[src/rtl/detect_pkg.sv]
// Shared raster timing definitions: default widths, PPC legality, FSM state encoding.
// Latency: n/a (types and constant functions only).
// Backpressure: n/a. HBLANK/VBLANK states exist only when RASTER_BLANKING_EN is defined.
package detect_pkg;

    localparam int COORD_W_DEF = 12;
    localparam int FRAME_W_DEF = 32;

`ifdef RASTER_BLANKING_EN
    typedef enum logic [1:0] {
        ST_IDLE   = 2'd0,
        ST_ACTIVE = 2'd1,
        ST_HBLANK = 2'd2,
        ST_VBLANK = 2'd3
    } state_e;
`else
    typedef enum logic [1:0] {
        ST_IDLE   = 2'd0,
        ST_ACTIVE = 2'd1
    } state_e;
`endif

    // Only 1, 2 and 4 pixels per beat keep h_active/PPC a pure shift.
    function automatic bit ppc_legal(input int ppc);
        return (ppc == 1) || (ppc == 2) || (ppc == 4);
    endfunction

    function automatic int ppc_log2(input int ppc);
        return (ppc == 4) ? 2 : ((ppc == 2) ? 1 : 0);
    endfunction

endpackage

[src/rtl/raster_timing_gen_if.sv]
// Raster generator bundle: enable and frame config in, beat coordinates and timing flags out.
// Latency: n/a (wiring only).
// Backpressure: en is the only throttle; master is the generator, slave is the consumer.
interface raster_timing_gen_if
    import detect_pkg::*;
#(
    parameter int COORD_W = COORD_W_DEF,
    parameter int FRAME_W = FRAME_W_DEF
);
    logic               en;
    logic [COORD_W-1:0] cfg_h_active;
    logic [COORD_W-1:0] cfg_v_active;
    logic [COORD_W-1:0] cfg_h_blank;
    logic [COORD_W-1:0] cfg_v_blank;
    logic [COORD_W-1:0] x;
    logic [COORD_W-1:0] y;
    logic [FRAME_W-1:0] frame;
    logic               de;
    logic               hsync;
    logic               vsync;
    logic               eol;
    logic               eof;
    logic               cfg_err;

    modport master (
        input  en, cfg_h_active, cfg_v_active, cfg_h_blank, cfg_v_blank,
        output x, y, frame, de, hsync, vsync, eol, eof, cfg_err
    );

    modport slave (
        output en, cfg_h_active, cfg_v_active, cfg_h_blank, cfg_v_blank,
        input  x, y, frame, de, hsync, vsync, eol, eof, cfg_err
    );
endinterface

[src/rtl/raster_timing_gen_counter.sv]
// Generic up-counter with clear, programmable step and terminal-count compare.
// Latency: count updates one cycle after clr/inc; tc is combinational from the register.
// Backpressure: none; caller gates inc/clr with its own enable. clr wins over inc.
module raster_counter #(
    parameter int W = 12
) (
    input  logic         clk,
    input  logic         reset,
    input  logic         clr,
    input  logic         inc,
    input  logic [W-1:0] step,
    input  logic [W-1:0] last,
    output logic [W-1:0] cnt,
    output logic [W-1:0] cnt_nxt,
    output logic         tc
);
    logic [W-1:0] cnt_q;
    logic [W-1:0] cnt_d;

    // Next count: clear has priority over stepping.
    always_comb begin
        cnt_d = cnt_q;
        if (clr) begin
            cnt_d = '0;
        end else if (inc) begin
            cnt_d = cnt_q + step;
        end
    end

    // Count register.
    always_ff @(posedge clk) begin
        if (reset) begin
            cnt_q <= '0;
        end else begin
            cnt_q <= cnt_d;
        end
    end

    assign cnt     = cnt_q;
    assign cnt_nxt = cnt_d;
    assign tc      = (cnt_q == last);
endmodule

[src/rtl/raster_timing_gen.sv]
// Raster timing generator: walks x/y over active area (and blanking when RASTER_BLANKING_EN is defined).
// Latency: all outputs registered; first de one enabled cycle after a valid config is latched.
// Backpressure: en=0 freezes every counter/state and forces de/hsync/vsync/eol/eof low.
module raster_timing_gen
    import detect_pkg::*;
#(
    parameter int COORD_W = COORD_W_DEF,
    parameter int FRAME_W = FRAME_W_DEF,
    parameter int PPC     = 1
) (
    input  logic                clk,
    input  logic                reset,
    raster_timing_gen_if.master rif
);
    localparam bit                 PPC_OK = ppc_legal(PPC);
    localparam logic [COORD_W-1:0] STEP   = COORD_W'(PPC);
    localparam logic [COORD_W-1:0] ONE    = COORD_W'(1);

    typedef struct packed {
        logic [COORD_W-1:0] h_act;
        logic [COORD_W-1:0] v_act;
        logic [COORD_W-1:0] h_blk;
        logic [COORD_W-1:0] v_blk;
    } cfg_t;

    state_e             state_q, state_d;
    cfg_t               cfg_q, cfg_d, cfg_in;
    logic [FRAME_W-1:0] frame_q, frame_d;
    logic               cfg_err_q, cfg_err_d;
    logic               de_q, de_d, hsync_q, hsync_d, vsync_q, vsync_d;
    logic               eol_q, eol_d, eof_q, eof_d;
    logic               in_valid;
    logic               x_clr, x_inc, x_tc, y_clr, y_inc, y_tc;
    logic [COORD_W-1:0] x_cnt, x_nxt, y_cnt, y_nxt;

    // Config as seen at a latch point; blanking reads as zero when the feature is compiled out.
    always_comb begin
        cfg_in.h_act = rif.cfg_h_active;
        cfg_in.v_act = rif.cfg_v_active;
`ifdef RASTER_BLANKING_EN
        cfg_in.h_blk = rif.cfg_h_blank;
        cfg_in.v_blk = rif.cfg_v_blank;
`else
        cfg_in.h_blk = '0;
        cfg_in.v_blk = '0;
`endif
    end

`ifndef RASTER_BLANKING_EN
    logic unused_blank;
    assign unused_blank = ^{rif.cfg_h_blank, rif.cfg_v_blank};
`endif

    assign in_valid = PPC_OK && (cfg_in.h_act != '0) && (cfg_in.v_act != '0)
                      && ((cfg_in.h_act & (STEP - ONE)) == '0);

    raster_counter #(.W(COORD_W)) u_x_cnt (
        .clk(clk), .reset(reset), .clr(x_clr), .inc(x_inc), .step(STEP),
        .last(cfg_q.h_act - STEP), .cnt(x_cnt), .cnt_nxt(x_nxt), .tc(x_tc)
    );

    raster_counter #(.W(COORD_W)) u_y_cnt (
        .clk(clk), .reset(reset), .clr(y_clr), .inc(y_inc), .step(ONE),
        .last(cfg_q.v_act - ONE), .cnt(y_cnt), .cnt_nxt(y_nxt), .tc(y_tc)
    );

`ifdef RASTER_BLANKING_EN
    localparam int SHIFT = ppc_log2(PPC);
    logic               b_clr, b_inc, b_tc, l_clr, l_inc, l_tc;
    logic [COORD_W-1:0] b_cnt, b_nxt, l_cnt, l_nxt, b_last;
    logic               unused_blank_cnt;

    // b counts beats of an HBLANK, or beats of one blank line during VBLANK; l counts VBLANK lines.
    assign b_last = (state_q == ST_HBLANK) ? (cfg_q.h_blk - ONE)
                                           : ((cfg_q.h_act >> SHIFT) + cfg_q.h_blk - ONE);
    assign unused_blank_cnt = ^{b_cnt, b_nxt, l_cnt, l_nxt};

    raster_counter #(.W(COORD_W)) u_b_cnt (
        .clk(clk), .reset(reset), .clr(b_clr), .inc(b_inc), .step(ONE),
        .last(b_last), .cnt(b_cnt), .cnt_nxt(b_nxt), .tc(b_tc)
    );

    raster_counter #(.W(COORD_W)) u_l_cnt (
        .clk(clk), .reset(reset), .clr(l_clr), .inc(l_inc), .step(ONE),
        .last(cfg_q.v_blk - ONE), .cnt(l_cnt), .cnt_nxt(l_nxt), .tc(l_tc)
    );
`endif

    // Next state, config latch, frame count and counter controls; nothing moves while en=0.
    always_comb begin
        state_d   = state_q;
        cfg_d     = cfg_q;
        frame_d   = frame_q;
        cfg_err_d = cfg_err_q;
        x_clr     = 1'b0;
        x_inc     = 1'b0;
        y_clr     = 1'b0;
        y_inc     = 1'b0;
`ifdef RASTER_BLANKING_EN
        b_clr     = 1'b0;
        b_inc     = 1'b0;
        l_clr     = 1'b0;
        l_inc     = 1'b0;
`endif
        if (rif.en) begin
            case (state_q)
                ST_IDLE: begin
                    cfg_d     = cfg_in;
                    cfg_err_d = !in_valid;
                    if (in_valid) begin
                        state_d = ST_ACTIVE;
                        x_clr   = 1'b1;
                        y_clr   = 1'b1;
                    end
                end
                ST_ACTIVE: begin
                    if (!x_tc) begin
                        x_inc = 1'b1;
                    end else if (!y_tc) begin
                        x_clr = 1'b1;
                        y_inc = 1'b1;
`ifdef RASTER_BLANKING_EN
                        if (cfg_q.h_blk != '0) begin
                            x_clr   = 1'b0;
                            y_inc   = 1'b0;
                            b_clr   = 1'b1;
                            state_d = ST_HBLANK;
                        end
`endif
                    end else begin
                        // End of frame: count it, re-latch and re-check config.
                        frame_d   = frame_q + 1'b1;
                        cfg_d     = cfg_in;
                        cfg_err_d = !in_valid;
                        x_clr     = 1'b1;
                        y_clr     = 1'b1;
                        state_d   = in_valid ? ST_ACTIVE : ST_IDLE;
`ifdef RASTER_BLANKING_EN
                        if (in_valid && (cfg_in.v_blk != '0)) begin
                            b_clr   = 1'b1;
                            l_clr   = 1'b1;
                            state_d = ST_VBLANK;
                        end
`endif
                    end
                end
`ifdef RASTER_BLANKING_EN
                ST_HBLANK: begin
                    if (b_tc) begin
                        state_d = ST_ACTIVE;
                        x_clr   = 1'b1;
                        y_inc   = 1'b1;
                    end else begin
                        b_inc = 1'b1;
                    end
                end
                ST_VBLANK: begin
                    if (b_tc) begin
                        b_clr = 1'b1;
                        if (l_tc) begin
                            state_d = ST_ACTIVE;
                        end else begin
                            l_inc = 1'b1;
                        end
                    end else begin
                        b_inc = 1'b1;
                    end
                end
`endif
                default: state_d = ST_IDLE;
            endcase
        end
    end

    // Timing flags for the beat being loaded into the counters this cycle.
    always_comb begin
        de_d    = rif.en && (state_d == ST_ACTIVE);
        hsync_d = de_d && (x_nxt == '0);
        vsync_d = hsync_d && (y_nxt == '0);
        eol_d   = de_d && (x_nxt == cfg_d.h_act - STEP);
        eof_d   = eol_d && (y_nxt == cfg_d.v_act - ONE);
    end

    // State, config, frame and output flag registers.
    always_ff @(posedge clk) begin
        if (reset) begin
            state_q   <= ST_IDLE;
            cfg_q     <= '0;
            frame_q   <= '0;
            cfg_err_q <= 1'b0;
            de_q      <= 1'b0;
            hsync_q   <= 1'b0;
            vsync_q   <= 1'b0;
            eol_q     <= 1'b0;
            eof_q     <= 1'b0;
        end else begin
            state_q   <= state_d;
            cfg_q     <= cfg_d;
            frame_q   <= frame_d;
            cfg_err_q <= cfg_err_d;
            de_q      <= de_d;
            hsync_q   <= hsync_d;
            vsync_q   <= vsync_d;
            eol_q     <= eol_d;
            eof_q     <= eof_d;
        end
    end

    assign rif.x       = x_cnt;
    assign rif.y       = y_cnt;
    assign rif.frame   = frame_q;
    assign rif.de      = de_q;
    assign rif.hsync   = hsync_q;
    assign rif.vsync   = vsync_q;
    assign rif.eol     = eol_q;
    assign rif.eof     = eof_q;
    assign rif.cfg_err = cfg_err_q;
endmodule

[src/flat_wrapper.sv]
// flat-port wrapper written by rule: the top's interface ports become plain ports
module raster_timing_gen_flat import detect_pkg::*;
#(
    parameter int COORD_W = COORD_W_DEF,
    parameter int FRAME_W = FRAME_W_DEF,
    parameter int PPC     = 1
)
  (clk, reset, rif_en, rif_cfg_h_active, rif_cfg_v_active, rif_cfg_h_blank, rif_cfg_v_blank, rif_x, rif_y, rif_frame, rif_de, rif_hsync, rif_vsync, rif_eol, rif_eof, rif_cfg_err);
  raster_timing_gen_if #(.COORD_W(COORD_W), .FRAME_W(FRAME_W)) rif_i ();
  input  logic clk;
  input  logic reset;
  input wire logic [$bits(rif_i.en)-1:0] rif_en;
  input wire logic [$bits(rif_i.cfg_h_active)-1:0] rif_cfg_h_active;
  input wire logic [$bits(rif_i.cfg_v_active)-1:0] rif_cfg_v_active;
  input wire logic [$bits(rif_i.cfg_h_blank)-1:0] rif_cfg_h_blank;
  input wire logic [$bits(rif_i.cfg_v_blank)-1:0] rif_cfg_v_blank;
  output wire logic [$bits(rif_i.x)-1:0] rif_x;
  output wire logic [$bits(rif_i.y)-1:0] rif_y;
  output wire logic [$bits(rif_i.frame)-1:0] rif_frame;
  output wire logic [$bits(rif_i.de)-1:0] rif_de;
  output wire logic [$bits(rif_i.hsync)-1:0] rif_hsync;
  output wire logic [$bits(rif_i.vsync)-1:0] rif_vsync;
  output wire logic [$bits(rif_i.eol)-1:0] rif_eol;
  output wire logic [$bits(rif_i.eof)-1:0] rif_eof;
  output wire logic [$bits(rif_i.cfg_err)-1:0] rif_cfg_err;
  assign rif_i.en = rif_en;
  assign rif_i.cfg_h_active = rif_cfg_h_active;
  assign rif_i.cfg_v_active = rif_cfg_v_active;
  assign rif_i.cfg_h_blank = rif_cfg_h_blank;
  assign rif_i.cfg_v_blank = rif_cfg_v_blank;
  assign rif_x = rif_i.x;
  assign rif_y = rif_i.y;
  assign rif_frame = rif_i.frame;
  assign rif_de = rif_i.de;
  assign rif_hsync = rif_i.hsync;
  assign rif_vsync = rif_i.vsync;
  assign rif_eol = rif_i.eol;
  assign rif_eof = rif_i.eof;
  assign rif_cfg_err = rif_i.cfg_err;
  raster_timing_gen #(.COORD_W(COORD_W), .FRAME_W(FRAME_W), .PPC(PPC)) u_core (.clk(clk), .reset(reset), .rif(rif_i));
endmodule
[config.mk]
export PLATFORM = sky130hd
export DESIGN_NAME = raster_timing_gen_flat
export DESIGN_NICKNAME = d
export VERILOG_FILES = /design/src/rtl/detect_pkg.sv /design/src/rtl/raster_timing_gen_if.sv /design/src/rtl/raster_timing_gen_counter.sv /design/src/rtl/raster_timing_gen.sv /design/src/flat_wrapper.sv
export SDC_FILE = /design/constraint.sdc
export NUM_CORES = 1
export LEC_CHECK = 0
export BUFFER_PORTS_ARGS = -buffer_cell sky130_fd_sc_hd__buf_4
export CELL_PAD_IN_SITES_DETAIL_PLACEMENT = 2
export CELL_PAD_IN_SITES_GLOBAL_PLACEMENT = 2
export CORE_MARGIN = 2
export CORE_UTILIZATION = 32
export DETAILED_ROUTE_END_ITERATION = 8
export GPL_ROUTABILITY_DRIVEN = 0
export PLACE_DENSITY = 0.89
export SETUP_SLACK_MARGIN = 0.5
export SLEW_MARGIN = 30
export SYNTH_ARGS = -nofsm -noshare
export SYNTH_HDL_FRONTEND = slang
export SYNTH_SLANG_ARGS = --single-unit
[constraint.sdc]
create_clock -name clk -period 6.6 [get_ports clk]
set_clock_uncertainty 0.2 [all_clocks]
set_input_delay 0.33 -clock clk [delete_from_list [all_inputs] [get_ports clk]]
set_output_delay 0.33 -clock clk [all_outputs]
set_load 0.05 [all_outputs]
==> metrics.md, run 1 <==
| Metric | Value |
|---|---|
| Post-route setup slack | `0.899 ns` |
| Worst-path cell chain | `nor4_4 > and2_1 > a31oi_1 > a2111o_1 > or3_1 > nor4_4 > or2_2 > buf_4 > nor2_1 > a21oi_1 > ha_1 > o21ai_0 > or4b_1 > a21boi_1 > o2111ai_1 > nor4_2` |
| Critical Path Start Type | `flop` |
| I/O pin total | `113` |
| Syn_nets | `825` |
| Post-synth EDFFs | `0` |
| Core Footprint | `0.0181 mm^2` |
| CTS tree | `yes` |
| Port Buffers | `88` |
| Synth-to-Final Area Change | `18.7%` |
| CP bufs+invs | `1` |
| CP Max Fanout | `42` |
| Min cycle time layout | `5.70 ns` |
| Cell area after layout | `0.00710 mm^2` |
| Synth area leader | `dfxtp_1` |
| Hold Fails Final Rpt | `0` |
| Die Span X | `141 um` |
| Post-DP Area | `0.00678 mm^2` |
| Antenna Diode Count | `0` |
| Share of cells above drive strength 1 | `15.7%` |
| Layout Cells excl Fill | `1,066` |
| Worst path arrival time | `5.77 ns` |
| Synth area leaders | `dfxtp_1 (29%), xnor2_1 (8.8%), nor2_1 (7.0%), xor2_1 (5.6%), mux2i_1 (4.4%)` |
| Seq/Total Area, Yosys | `29.5%` |
| Num CTS Buffers | `9` |
| Starting Density | `33.0%` |
| Leakage | `0.00261 uW` |
| Kind of critical path | `reg2reg` |
| Ys Warns | `0` |
| Met2 WL | `11,000 um` |
| Worst-skew pair later-pin latency | `0.36 ns` |
| M1 WL | `9410 um` |
| Vias per cell | `5.63` |
| Register area | `0.00176 mm^2` |
| Critical path required time | `6.67 ns` |
| Hold Path Class | `in2reg` |
| Met3 WL | `555 um` |
| DRC Markers | `0` |
| Primary FF master, synth | `dfxtp_1` |
| Outcome | `completed` |
| Slew headroom | `41.8%` |
| Final setup fails | `0` |
| TNS Setup | `0 ns` |
| Synthesized area per cell | `7.80 um^2` |
| Initial antenna violation count | `0` |
| Slowest CP cell | `or4b_1` |
| Crit. End Element | `flop` |
| DRT iter0 DRCs | `251` |
| Final-report max-slew violation count | `0` |
| HPWL Detailed | `16,100 um` |
| VDD IR max | `0.122 mV` |
| CTS sink count | `88` |
| FP Rows | `49` |
| CTS max path bufs | `2` |
| Fraction of registers with async set/reset | `0%` |
| Yosys reg bits | `88` |
| Cell mode on critical path | `nor4_4` |
| Delay-heaviest family, CP | `simple AND/OR/NAND/NOR gates` |
| 1st-pass router iterations | `4` |
| Final ANT Viol Nets | `0` |
| Fillers | `2,114` |
| Synth Cell Area | `0.00598 mm^2` |
| Buffers inserted by post-CTS timing repair | `0` |
| Max Clk Rate | `175 MHz` |
| Yosys top cell area share | `29.5%` |
| Total number of vias | `6,004` |
| Uppermost routed layer | `met4` |
| Nets | `890` |
| Syn Inst Count | `767` |
| Total power per unit cell area | `193 mW/mm^2` |
| Die Area | `0.0198 mm^2` |
| Number of global-route vias before repair | `6,388` |
| Die height | `141 um` |
| Root Driver | `clkbuf_16` |
| Area occupied by multi-input gates | `0.00399 mm^2` |
| Worst-Margin Slew | `0.864 ns` |
| Total track usage | `21.8%` |
| Wire per inst | `19.9 um` |
| DP Worst Slack | `0.918 ns` |
| H-tree Lvls | `3` |
| Congestion Overflow GR | `0` |
| First-pass GRT wire length | `34,800 um` |
| Largest net degree at the start of global routing | `47` |
| Routed WL | `21,200 um` |
| RSZ-0062 raised after global routing | `false` |
| Placed cell count | `1,049` |
| Max_cap viols | `0` |
| Final period utilization | `86.4%` |
| Clock-pin slew on the worst setup and hold paths | `0.07 ns` |
| Critical Path Max Stage Delay | `0.56 ns` |
| Cell variety after synth | `72` |
[path summary, 6_finish.rpt]
kind,cells past startpoint,slack [ns],startpoint,endpoint
max,16,0.90,u_core.cfg_q[38],u_core.rif.eof
min reg2reg,2,0.31,u_core.rif.frame[12],u_core.rif.frame[12]
min,3,0.04,rif_cfg_v_active[11],u_core.cfg_q[35]
max reg2reg,16,0.90,u_core.cfg_q[38],u_core.rif.eof
[logic make-up (layout without fill, tap and decap cells)]
| group | after synthesis | in the layout | share of synthesized area [%] |
|---|---|---|---|
| simple gates | 365 | 365 | 32.3 |
| compound gates | 127 | 127 | 13.5 |
| buf+inv | 54 | 124 | 3.93 |
| flops | 88 | 88 | 29.5 |
| xor+xnor | 99 | 99 | 14.7 |
| fa+ha+maj | 7 | 7 | 1.46 |
| mux | 27 | 27 | 4.54 |
[where the power goes]
part | leakage [uW] | internal [uW] | switching (uW) | total, uW
logic | 0.00176 | 108 | 160 | 268
clock network | 0.000135 | 295 | 244 | 539
registers | 0.000714 | 542 | 22.3 | 564
total | 0.00261 | 945 | 426 | 1370
[per-stage QoR]
stage / hold WS, ns / util (%) / total power [uW]
floorplan: 0.206 / - / 762
global placement: 0.286 / 37.4 / 827
detailed placement: 0.303 / 37.4 / 840
CTS: 0.0285 / 39.1 / 1390
global route: 0.0451 / 39.1 / 1440
finish: 0.0384 / 39.1 / 1370
[registers in the layout, indices dropped and copies added (netlist names)]
name and flops:
u_core.rif.eof 1, u_core.cfg_q 24, u_core.rif.de 1, u_core.rif.vsync 1
u_core.rif.eol 1, u_core.rif.cfg_err 1, u_core.u_y_cnt.cnt 12, u_core.state_q 2
u_core.u_x_cnt.cnt 12, u_core.rif.frame 32, u_core.rif.hsync 1
[synthesized netlist by cell type (6+ instances only)]
| cell | instances |
|---|---|
| nor2b_1 | 10 |
| and3_1 | 10 |
| nand3_1 | 31 |
| dfxtp_1 | 88 |
| nor3_1 | 42 |
| buf_2 | 8 |
| or3_1 | 21 |
| nor2_1 | 112 |
| nand4_1 | 10 |
| mux2i_1 | 26 |
| o21ai_0 | 35 |
| ha_1 | 7 |
| o211ai_1 | 6 |
| nand3b_1 | 6 |
| xor2_1 | 38 |
| clkbuf_1 | 27 |
| a21oi_1 | 33 |
| nor4_1 | 19 |
| nand2b_1 | 15 |
| o31ai_1 | 6 |
| xnor2_1 | 60 |
| inv_1 | 14 |
| nand2_1 | 43 |
| or4_1 | 8 |
[worst register-to-register path: stages, from the launching register on]
cell       delay (ns)
dfxtp_1          0.44
nor4_4           0.50
and2_1           0.27
a31oi_1          0.16
a2111o_1         0.44
or3_1            0.46
nor4_4           0.22
or2_2            0.19
buf_4            0.50
nor2_1           0.11
a21oi_1          0.26
ha_1             0.39
o21ai_0          0.22
or4b_1           0.56
a21boi_1         0.17
o2111ai_1        0.24
nor4_2           0.28
[layer usage]
metal  GRT usage, %  up-vias
met3           3.60       19
met4           4.58        0
li1               -     2854
met5              0        -
met1           27.1     3053
met2           39.6       78
[final cells by class]
| type | count | share of cell area (%) |
|---|---|---|
| Clock buffer | 10 | 3.23 |
| Clock inverter | 6 | 0.987 |
| Inverter | 14 | 0.740 |
| Multi-Input combinational cell | 625 | 56.2 |
| Sequential cell | 88 | 24.8 |
| Tap cell | 229 | 4.04 |
| Timing Repair Buffer | 94 | 9.98 |
[timing repair]
item,4_1_cts,5_1_grt
gates resized for setup,0,2
setup endpoints to repair,0,1
hold buffers,1,0
hold endpoints to repair,1,0
[cell usage in the layout (no fill, tap or decap), drive strengths merged, types with 9 or more instances in the layout]
cell type | netlist | layout
a21oi | 34 | 34
and3 | 10 | 10
buf | 13 | 93
clkbuf | 27 | 10
dfxtp | 88 | 88
inv | 14 | 14
mux2i | 26 | 26
nand2 | 44 | 44
nand2b | 15 | 15
nand3 | 31 | 31
nand4 | 10 | 10
nor2 | 112 | 112
nor2b | 10 | 10
nor3 | 43 | 43
nor4 | 25 | 25
o21ai | 40 | 40
or3 | 22 | 22
or4 | 9 | 9
xnor2 | 60 | 60
xor2 | 38 | 38
Power figures use the tool's default switching activity.
==> inputs of run 2 (changes only) <==
Settings changed: ABC_AREA from default to 1, CORE_UTILIZATION 32 to 30, PLACE_DENSITY 0.89 to 0.9.
==> metrics.md, run 2 <==
| Metric | Value |
|---|---|
| Syn Inst Count | `1,104 (+44%)` |
| Synth area leaders | `dfxtp_1 (26%), nand2_1 (17%), nor2_1 (9.1%), inv_1 (8.6%), nand3_1 (6.6%)` |
| Synth cell count leaders | `nand2_1 (306), nor2_1 (162), inv_1 (152), dfxtp_1 (88), nand3_1 (88)` |
| Yosys top cell area share | `26.5% (-3.0 points)` |
| Critical Path Max Stage Delay | `0.39 ns (-0.17 ns)` |
| Vias per cell | `5.33 (-5.4%)` |
| Starting Density | `30.5% (-2.5 points)` |
| Worst path arrival time | `4.88 ns (-0.89 ns)` |
| FP Rows | `54 (+10%)` |
| Worst-Margin Slew | `0.865 ns (+0.00104 ns)` |
| Cell variety after synth | `50 (-31%)` |
| Most frequent cells in the layout | `nand2_1 (306), nor2_1 (162), inv_1 (152)` |
| Fraction of registers with async set/reset | `0% (unchanged)` |
| Port Buffers | `88 (unchanged)` |
| Num CTS Buffers | `9 (unchanged)` |
| Post-synth EDFFs | `0 (unchanged)` |
| Resized Gates After CTS | `0 (unchanged)` |
| Antenna Diode Count | `0 (unchanged)` |
| Min cycle time layout | `4.77 ns (-0.926 ns)` |
| Leakage | `0.00361 uW (+39%)` |
| Comb power frac | `30.5% (+11 points)` |
| Synth-to-Final Area Change | `17.6%` |
| Final setup fails | `0 (unchanged)` |
| Hold Startpoint | `rif_en` |
| Setup crit start | `u_core.cfg_q[24]` |
| Seq pwr share | `36.0% (-5.1 points)` |
| Clock-pin slew on the worst setup and hold paths | `0.08 ns (about the same)` |
| Syn_nets | `1,162 (+41%)` |
| Worst-skew pair later-pin latency | `0.37 ns (about the same)` |
| Kind of critical path | `reg2reg` |
| Total number of vias | `7,813 (+30%)` |
| Nets | `1,240 (+39%)` |
| Initial antenna violation count | `0 (unchanged)` |
| H-tree Lvls | `3 (unchanged)` |
| Primary FF master, synth | `dfxtp_1` |
| 1st-pass router iterations | `4 (unchanged)` |
| Final-report max-slew violation count | `0 (unchanged)` |
| Hold Path Class | `in2reg` |
| Worst r2r path cells | `31 (+15)` |
| Yosys reg bits | `88 (unchanged)` |
| Total track usage | `25.4% (+3.6 points)` |
| Final period utilization | `72.3% (-14 points)` |
| Max reg flops | `32 (unchanged)` |
| Outcome | `completed` |
| Number of global-route vias before repair | `8,561 (+34%)` |
| Die Span X | `153 um (+8.7%)` |
| DP Worst Slack | `2.01 ns (+1.10 ns)` |
| DRT iter0 DRCs | `369 (+47%)` |
| Core Footprint | `0.0218 mm^2 (+20%)` |
| Number of cells on the critical path | `31 (+15)` |
| DRC Markers | `0 (unchanged)` |
| Seq/Total Area, Yosys | `26.5% (-3.0 points)` |
| First-pass GRT wire length | `47,000 um (+35%)` |
| Post-route setup slack | `1.83 ns (+0.926 ns)` |
| Critical Path Start Type | `flop` |
| CTS max path bufs | `2 (unchanged)` |
| Max Clk Rate | `209 MHz (+19%)` |
| Slowest CP cell | `dfxtp_1` |
| Synthesized area per cell | `6.03 um^2 (-23%)` |
| Cell mode on critical path | `nand2_1` |
| Delay-heaviest family, CP | `simple AND/OR/NAND/NOR gates` |
| Die height | `153 um (+8.7%)` |
| Share of cells above drive strength 1 | `13.6% (-2.1 points)` |
| Reg2reg start | `u_core.cfg_q[24]` |
| Hold_buf cts | `0 (-1)` |
| Max_cap viols | `0 (unchanged)` |
| Clock power share | `33.5% (-5.8 points)` |
| Synth area leader | `dfxtp_1` |
| Hold Fails Final Rpt | `0 (unchanged)` |
| Routed WL | `29,600 um (+40%)` |
| RSZ-0062 raised after global routing | `false` |
| CTS sink count | `88 (unchanged)` |
| Fillers | `2,704 (+28%)` |
| HPWL Detailed | `22,100 um (+38%)` |
| Ys Warns | `0 (unchanged)` |
| Most common cell after layout, fill and taps aside | `nand2_1` |
| Wire per inst | `20.2 um (+1.5%)` |
| Synth Cell Area | `0.00665 mm^2 (+11%)` |
| VDD IR max | `0.129 mV (+5.2%)` |
| Die Area | `0.0234 mm^2 (+18%)` |
| Slew headroom | `42.1% (+0.25 points)` |
| Critical path required time | `6.70 ns (+0.03 ns)` |
| CP bufs+invs | `4 (+3)` |
| Hold Crit Depth | `2 (-1)` |
| Sw frac | `39.4% (+8.3 points)` |
| Crit. End Element | `flop` |
| Buffers inserted by post-CTS timing repair | `0 (unchanged)` |
| I/O pin total | `113 (unchanged)` |
| Psw | `621 uW (+46%)` |
| CTS tree | `yes` |
| Congestion Overflow GR | `0 (unchanged)` |
| Final ANT Viol Nets | `0 (unchanged)` |
| Int Power | `955 uW (+1.0%)` |
| Top-count cell post-synth | `nand2_1` |
| Root Driver | `clkbuf_16` |
| Total power per unit cell area | `201 mW/mm^2 (+4.2%)` |
| Largest net degree at the start of global routing | `66 (+40%)` |
| TNS Setup | `0 ns (unchanged)` |
| CP Max Fanout | `14 (-67%)` |
==> run 2: layout make-up <==
cell class | instances | area [um^2] | area share, %
clock buffers | 10 | 239 | 3.05
clock inverters | 6 | 42.5 | 0.544
inverters | 159 | 597 | 7.63
multi-input cells | 836 | 4180 | 53.3
flip-flops and latches | 88 | 1760 | 22.5
well taps | 280 | 350 | 4.48
repair buffers | 88 | 661 | 8.44
==> run 2: logic make-up after synthesis <==
| family | share of synthesized area, % |
|---|---|
| flip-flops | 26.5 |
| buffers and inverters | 10.8 |
| AND/OR/NAND/NOR | 46.2 |
| AO/OA/AOI/OAI | 8.46 |
| adder cells (fa/ha/maj) | 1.32 |
| XOR/XNOR | 6.58 |
| multiplexers | 0.150 |
==> run 2: through the flow <==
step | instances | total power (uW) | area (um^2) | hold slack (ns) | utilization, %
2_1_floorplan | 1104 | 906 | 6650 | 0.285 | -
3_3_place_gp | 1451 | 1010 | 7540 | 0.234 | 34.6
3_5_place_dp | 1451 | 1040 | 7540 | 0.257 | 34.6
4_1_cts | 1467 | 1580 | 7830 | 0.0468 | 35.9
5_1_grt | 1467 | 1660 | 7830 | 0.0666 | 35.9
6_report | 1467 | 1580 | 7830 | 0.0509 | 35.9
==> run 2: power by group through the flow <==
stage	clock network (uW)	logic [uW]	registers [uW]
floorplan	0	321	585
global placement	0	434	578
detailed placement	0	461	579
CTS	532	478	567
global route	555	533	569
finish	528	481	567
==> run 2: final timing paths <==
kind / to / slack, ns
hold reg to reg: u_core.rif.cfg_err / 0.27
setup reg to reg: u_core.rif.eof / 1.83
setup / recovery: u_core.rif.eof / 1.83
hold / removal: u_core.state_q[1] / 0.05
==> run 2: layer usage <==
| metal | GRT usage, % | vias to the layer above | wire [um] |
|---|---|---|---|
| met2 | 44.2 | 216 | 14600 |
| met1 | 30.2 | 3854 | 12400 |
| li1 | - | 3665 | - |
| met4 | 11.7 | 0 | 1140 |
| met5 | 0 | - | 0 |
| met3 | 4.91 | 78 | 1500 |
==> run 2: worst reg2reg max path: cells and delay by family, from the launching register on <==
kind          cells  cell delay [ns]
buf+inv           4             0.39
flops             1             0.39
simple gates     25             3.15
fa+ha+maj         2             0.60
